<file path="src/rtl/mac_pkg.sv">
// Shared types and defaults for the MAC sequencer, its datapath and the fsm.
package mac_pkg;

  localparam int DEF_WIDTH     = 4;
  localparam int DEF_DEPTH     = 8;
  localparam int DEF_ACC_WIDTH = 8;

  typedef enum logic [1:0] {
    IDLE  = 2'd0,
    FETCH = 2'd1,
    DRAIN = 2'd2,
    DONE  = 2'd3
  } mac_state_e;

  function automatic int clog2(input int n);
    int r;
    int v;
    r = 0;
    v = n - 1;
    while (v > 0) begin
      r = r + 1;
      v = v >> 1;
    end
    return r;
  endfunction

endpackage

</file>
<file path="src/rtl/mac_acc.sv">
// Registered multiply-accumulate with clear and enable.
// MAC_SATURATE_EN selects clamping with a sticky overflow flag.
module mac_acc
  import mac_pkg::*;
#(
  parameter int WIDTH     = DEF_WIDTH,
  parameter int ACC_WIDTH = DEF_ACC_WIDTH
) (
  input  logic                 i_clk,
  input  logic                 i_rst_n,
  input  logic                 i_clr,
  input  logic                 i_en,
  input  logic [WIDTH-1:0]     i_a,
  input  logic [WIDTH-1:0]     i_b,
`ifdef MAC_SATURATE_EN
  output logic                 o_ovf,
`endif
  output logic [ACC_WIDTH-1:0] o_acc
);

  logic [2*WIDTH-1:0]   w_prod;
  logic [ACC_WIDTH-1:0] r_acc;

  assign w_prod = {{WIDTH{1'b0}}, i_a} * {{WIDTH{1'b0}}, i_b};
  assign o_acc  = r_acc;

`ifdef MAC_SATURATE_EN
  // Sum is wide enough that no addition can wrap before the clamp test.
  localparam int SW = ACC_WIDTH + 2*WIDTH + 1;

  logic [SW-1:0] w_sum;
  logic          w_over;
  logic          r_ovf;

  assign w_sum  = SW'(r_acc) + SW'(w_prod);
  assign w_over = |w_sum[SW-1:ACC_WIDTH];
  assign o_ovf  = r_ovf;

  always_ff @(posedge i_clk or negedge i_rst_n) begin
    if (!i_rst_n) begin
      r_acc <= '0;
      r_ovf <= 1'b0;
    end else if (i_clr) begin
      r_acc <= '0;
      r_ovf <= 1'b0;
    end else if (i_en) begin
      if (w_over) begin
        r_acc <= '1;
        r_ovf <= 1'b1;
      end else begin
        r_acc <= w_sum[ACC_WIDTH-1:0];
      end
    end
  end
`else
  logic [ACC_WIDTH-1:0] w_sum;

  assign w_sum = r_acc + ACC_WIDTH'(w_prod);

  always_ff @(posedge i_clk or negedge i_rst_n) begin
    if (!i_rst_n) begin
      r_acc <= '0;
    end else if (i_clr) begin
      r_acc <= '0;
    end else if (i_en) begin
      r_acc <= w_sum;
    end
  end
`endif

endmodule

</file>
<file path="src/rtl/mac_sequencer.sv">
// Sequences one MAC pass over DEPTH operand pairs from a 1-cycle store.
// Define MAC_SATURATE_EN for a clamping accumulator and OVF_OUT.
module mac_sequencer
  import mac_pkg::*;
#(
  parameter int WIDTH     = DEF_WIDTH,
  parameter int DEPTH     = DEF_DEPTH,
  parameter int ACC_WIDTH = DEF_ACC_WIDTH
) (
  input  logic                    CLK,
  input  logic                    RESET_IN,
  input  logic                    CLR_IN,
  input  logic                    RUN_IN,
  input  logic [WIDTH-1:0]        A_IN,
  input  logic [WIDTH-1:0]        B_IN,
  output logic [clog2(DEPTH)-1:0] ADDR_OUT,
  output logic                    RD_OUT,
  output logic [ACC_WIDTH-1:0]    ACC_OUT,
  output logic                    BUSY_OUT,
`ifdef MAC_SATURATE_EN
  output logic                    OVF_OUT,
`endif
  output logic                    DONE_OUT
);

  localparam int            AW   = clog2(DEPTH);
  localparam logic [AW-1:0] LAST = AW'(DEPTH - 1);

  mac_state_e    r_state;
  logic [AW-1:0] r_addr;
  logic          r_rd;
  logic          r_busy;
  logic          r_done;
  logic          w_clr;
  logic          w_en;

  assign ADDR_OUT = r_addr;
  assign RD_OUT   = r_rd;
  assign BUSY_OUT = r_busy;
  assign DONE_OUT = r_done;

  // Address 0 is only on the bus during the first FETCH cycle,
  // so a non-zero address marks valid operands from the prior cycle.
  assign w_clr = CLR_IN | ((r_state == IDLE) & RUN_IN);
  assign w_en  = ((r_state == FETCH) & (r_addr != '0))
               | (r_state == DRAIN);

  always_ff @(posedge CLK or negedge RESET_IN) begin
    if (!RESET_IN) begin
      r_state <= IDLE;
      r_addr  <= '0;
      r_rd    <= 1'b0;
      r_busy  <= 1'b0;
      r_done  <= 1'b0;
    end else begin
      r_done <= 1'b0;
      unique case (r_state)
        IDLE: begin
          if (!CLR_IN && RUN_IN) begin
            r_addr  <= '0;
            r_rd    <= 1'b1;
            r_busy  <= 1'b1;
            r_state <= FETCH;
          end
        end
        FETCH: begin
          if (CLR_IN) begin
            r_addr  <= '0;
            r_rd    <= 1'b0;
            r_busy  <= 1'b0;
            r_state <= IDLE;
          end else if (r_addr == LAST) begin
            r_rd    <= 1'b0;
            r_state <= DRAIN;
          end else begin
            r_addr <= r_addr + 1'b1;
          end
        end
        DRAIN: begin
          r_busy <= 1'b0;
          if (CLR_IN) begin
            r_addr  <= '0;
            r_rd    <= 1'b0;
            r_state <= IDLE;
          end else begin
            r_done  <= 1'b1;
            r_state <= DONE;
          end
        end
        DONE: begin
          if (CLR_IN) begin
            r_addr <= '0;
          end
          r_state <= IDLE;
        end
      endcase
    end
  end

  mac_acc #(
    .WIDTH    (WIDTH),
    .ACC_WIDTH(ACC_WIDTH)
  ) u_acc (
    .i_clk  (CLK),
    .i_rst_n(RESET_IN),
    .i_clr  (w_clr),
    .i_en   (w_en),
    .i_a    (A_IN),
    .i_b    (B_IN),
`ifdef MAC_SATURATE_EN
    .o_ovf  (OVF_OUT),
`endif
    .o_acc  (ACC_OUT)
  );

endmodule

</file>
<file path="config.mk">
export PLATFORM = sky130hd
export DESIGN_NAME = mac_sequencer
export DESIGN_NICKNAME = d
export VERILOG_FILES = /design/src/rtl/mac_pkg.sv /design/src/rtl/mac_acc.sv /design/src/rtl/mac_sequencer.sv
export SDC_FILE = /design/constraint.sdc
export NUM_CORES = 1
export LEC_CHECK = 0
export CORE_ASPECT_RATIO = 0.5
export CORE_MARGIN = 2
export CORE_UTILIZATION = 50
export DETAILED_ROUTE_END_ITERATION = 8
export GPL_ROUTABILITY_DRIVEN = 1
export HOLD_SLACK_MARGIN = 0.15
export PLACE_DENSITY = 0.87
export SKIP_LAST_GASP = 1
export SLEW_MARGIN = 40
export SYNTH_ARGS = -nofsm -noshare
export SYNTH_HDL_FRONTEND = slang
export SYNTH_SLANG_ARGS = --single-unit
export TNS_END_PERCENT = 50
</file>
<file path="constraint.sdc">
create_clock -name CLK -period 3.9 [get_ports CLK]
set_clock_uncertainty 0.05 [all_clocks]
set_input_delay 1.17 -clock CLK [delete_from_list [all_inputs] [get_ports CLK]]
set_output_delay 1.17 -clock CLK [all_outputs]
set_load 0.02 [all_outputs]
</file>
==> summary.md <==
| Metric | Value |
|---|---|
| DR WL met2 | 1890 um |
| Clock buffer count from CTS | 3 |
| Final hold violations | 0 |
| Status | complete, but fails checks |
| Min-delay src | BUSY_OUT |
| Fin util | 76.2% |
| Power per cell area | between 500 and 600 nW/um2 |
| Final Non-Filler Cells | around 240 |
| # fillers | 167 |
| Residual DRC | 0 |
| CP Capture Type | flip-flop |
| Dpl ws | -0.654 ns |
| P_leak | 1.05 nW |
| Dpl cell area | around 1900 um2 |
| CP Max Fanout | 4 |
| Finish-stage setup viols | 1 |
| CP max-delay cell | fa_2 |
| Primary FF master, synth | dfrtp_1 |
| FP Rows | 13 |
| Iter 0 DRT Violations | 130 |
| Share of post-route cells with drive strength above 1 | 25.0% |
| Crit Reg-Reg Endpoint | u_acc.o_acc[7] |
| Cts hold-fix bufs | 0 |
| Final wirelength | 3720 um |
| I/O pin count | 26 |
| First drt pass iteration count | 4 |
| Synth warn | 0 |
| Cells after DPL | around 230 |
| Post-Syn Instances | 160 |
| Failing checks | setup timing |
| Area contributors post-synth | dfrtp_1 27%, ha_1 20%, fa_1 12% |
| HPWL Detailed | 2490 um |
| CP Cell Sequence | buf_8, buf_4, and2_4, fa_2, ha_2, inv_2, fa_1, inv_2, ha_4, nand3_2, o2111ai_2, xnor2_1, buf_4, o21ai_0, a21oi_2 |
| Die height | 42.8 um |
| First-pass GRT wire length | 6020 um |
| Area growth, synth to finish | 38.4% |
| Clock tree sinks | 16 |
| Critical Path Start Type | primary input |
| H-tree Lvls | 1 |
| Largest net degree at the start of global routing | 17 |
| Final Cell Area | 2080 um2 |
| Setup CP Type | in -> reg |
| CTS clock-pin slew for the worst setup and hold paths | 0.07 ns |
| Grt ovf | 0 |
| Seq cells post-synth | 16 |
| Post-synth top cells | 28 x inv_1, 24 x ha_1, 16 x dfrtp_1 |
| Seq/Total Area, Yosys | 26.6% |
| Yosys cell types | 32 |
| Routed Antenna Nets | 0 |
| Hold Path Sink | BUSY_OUT |
| IO buf count | 25 |
| Top sig layer | met4 |
| Ant diodes | 0 |
| Gpl congestion | 0.780 |
| Final min period | 3.93 ns |
| Max-Cap Viols | 0 |
| Layout Nets | 250 |
| R2R Setup Slk | 1.45 ns |
| Fin crit share | 101% |
| Root buffer cell | clkbuf_8 |
| Initial antenna violation count | 0 |
| Register-to-Register Path Depth | 9 |
| Ys async rst share | 100% |
| Vias | around 1300 |
| Pin slew with the least headroom to its limit | 0.704 ns |
| Max clock buf depth | 2 |
| Max incr delay on CP | roughly 0.56 ns |
| Syn_nets | 205 |
| Synth top area share | between 20% and 30% |
| TritonCTS clock tree | done |
| Peak VDD IR | 0.000296 V |
| Slew Viols, Final | 0 |
| Initial Util | ~55% |
| RSZ-0062 raised after global routing | yes |
| Core Region | about 2700 um2 |
| Final WS setup | -0.0330 ns |
| Hold Path Stages | 2 |
| Vias in the first global route | 1272 |
| CP Data Arrival Time | 4.01 ns |
| All-layer global routing usage | 22.9% |
| Met3 wire length | 212 um |
| Cell taking the most area after synthesis | dfrtp_1 |
| Count leader, synth | inv_1 |
| Vias per cell | 5.43 |
| Worst endpoint required time | 3.98 ns |
| Top delay family on crit path | adder cells |
| Wire per inst | 15.4 um |
| Wire length on met1 | 1580 um |
| Die ar. | 3490 um2 |
| Rel. slew slack | 53.1% |
| Hold/Removal Path Class | reg -> reg |
| WP buf/inv | 5 |
| Worst skew pair latency | 0.25 ns |
| R2R Path Start | u_acc.o_acc[1] |
| Mapped cell area | 1510 um2 |
| Syn Area/Cell | between 9 and 10 um2 |
| DIE WIDTH | approximately 80 um |
| Post-synth EDFFs | 0 |
| Peak Freq | roughly 250 MHz |
-- final cells by class --
cell class / instances / area, um2 / share of cell area, %
clock buffers: 4 / 55.1 / 2.64
inverters: 28 / 105 / 5.05
multi-input cells: 114 / 1090 / 52.1
flip-flops and latches: 16 / 400 / 19.2
well taps: 37 / 46.3 / 2.22
repair buffers: 42 / 390 / 18.7
-- per-stage QoR --
stage	power, W	setup TNS (ns)	hold slack (ns)
CTS	0.00109	-0.0760	0.444
global route	0.00120	-0.0643	0.478
finish	0.00112	-0.0330	0.439
floorplan	0.000668	-0.00186	0.529
detailed placement	0.000880	-2.26	0.430
global placement	0.000850	-2.02	0.417
-- metal layers --
layer  up-vias  GRT usage, %
li1        611             -
met1       635          27.1
met2        53          42.1
met3        10          5.53
met4         0          5.00
met5         -             0
-- power by group --
group	internal [W]	switching (W)
sequential	0.000213	0.0000378
clock	0.0000897	0.0000628
combinational	0.000336	0.000381
total	0.000639	0.000482
-- state kept, by name (all words and copies together) (netlist names) --
name / flops
u_acc.o_acc: 8
r_state: 2
RD_OUT: 1
BUSY_OUT: 1
ADDR_OUT: 3
DONE_OUT: 1
-- logic make-up after synthesis --
family	count (synthesis)	synth area share (%)
flip-flops	16	26.6
buffers and inverters	30	7.56
AND/OR/NAND/NOR	45	15.0
multiplexers	8	5.40
adder cells (fa/ha/maj)	33	31.9
AO/OA/AOI/OAI	23	10.1
XOR/XNOR	5	3.41
-- cell usage in the layout (no fill, tap or decap), types with 7 or more instances in the layout --
cell type / instances
mux2i_1: 7
ha_1: 19
buf_4: 17
clkdlybuf4s50_1: 16
o21ai_0: 7
inv_1: 24
fa_1: 7
nor2_1: 11
dfrtp_1: 16
and2_1: 10
nand2_1: 9
-- worst max-delay path by stage --
stage,cells after the start,slack (ns),startpoint,endpoint
floorplan,11,-0.002,B_IN[1],u_acc.o_acc[7]
global placement,12,-0.57,A_IN[2],u_acc.o_acc[7]
global route,15,-0.06,B_IN[3],u_acc.o_acc[7]
CTS,12,-0.08,B_IN[3],u_acc.o_acc[7]
finish,15,-0.03,B_IN[3],u_acc.o_acc[7]
detailed placement,12,-0.65,B_IN[1],u_acc.o_acc[7]
-- timing repair --
action,in CTS,in global routing
pin swaps,15,16
hold endpoints to repair,0,0
endpoints found under the setup margin,5,5
buffers inserted,3,1
gates resized for setup,43,12
-- tightest hold or removal path: stages, from the launching register on --
cell,delay [ns]
dfrtp_1,0.34
nand2_1,0.04
o21ai_0,0.06
Power figures use the tool's default switching activity.
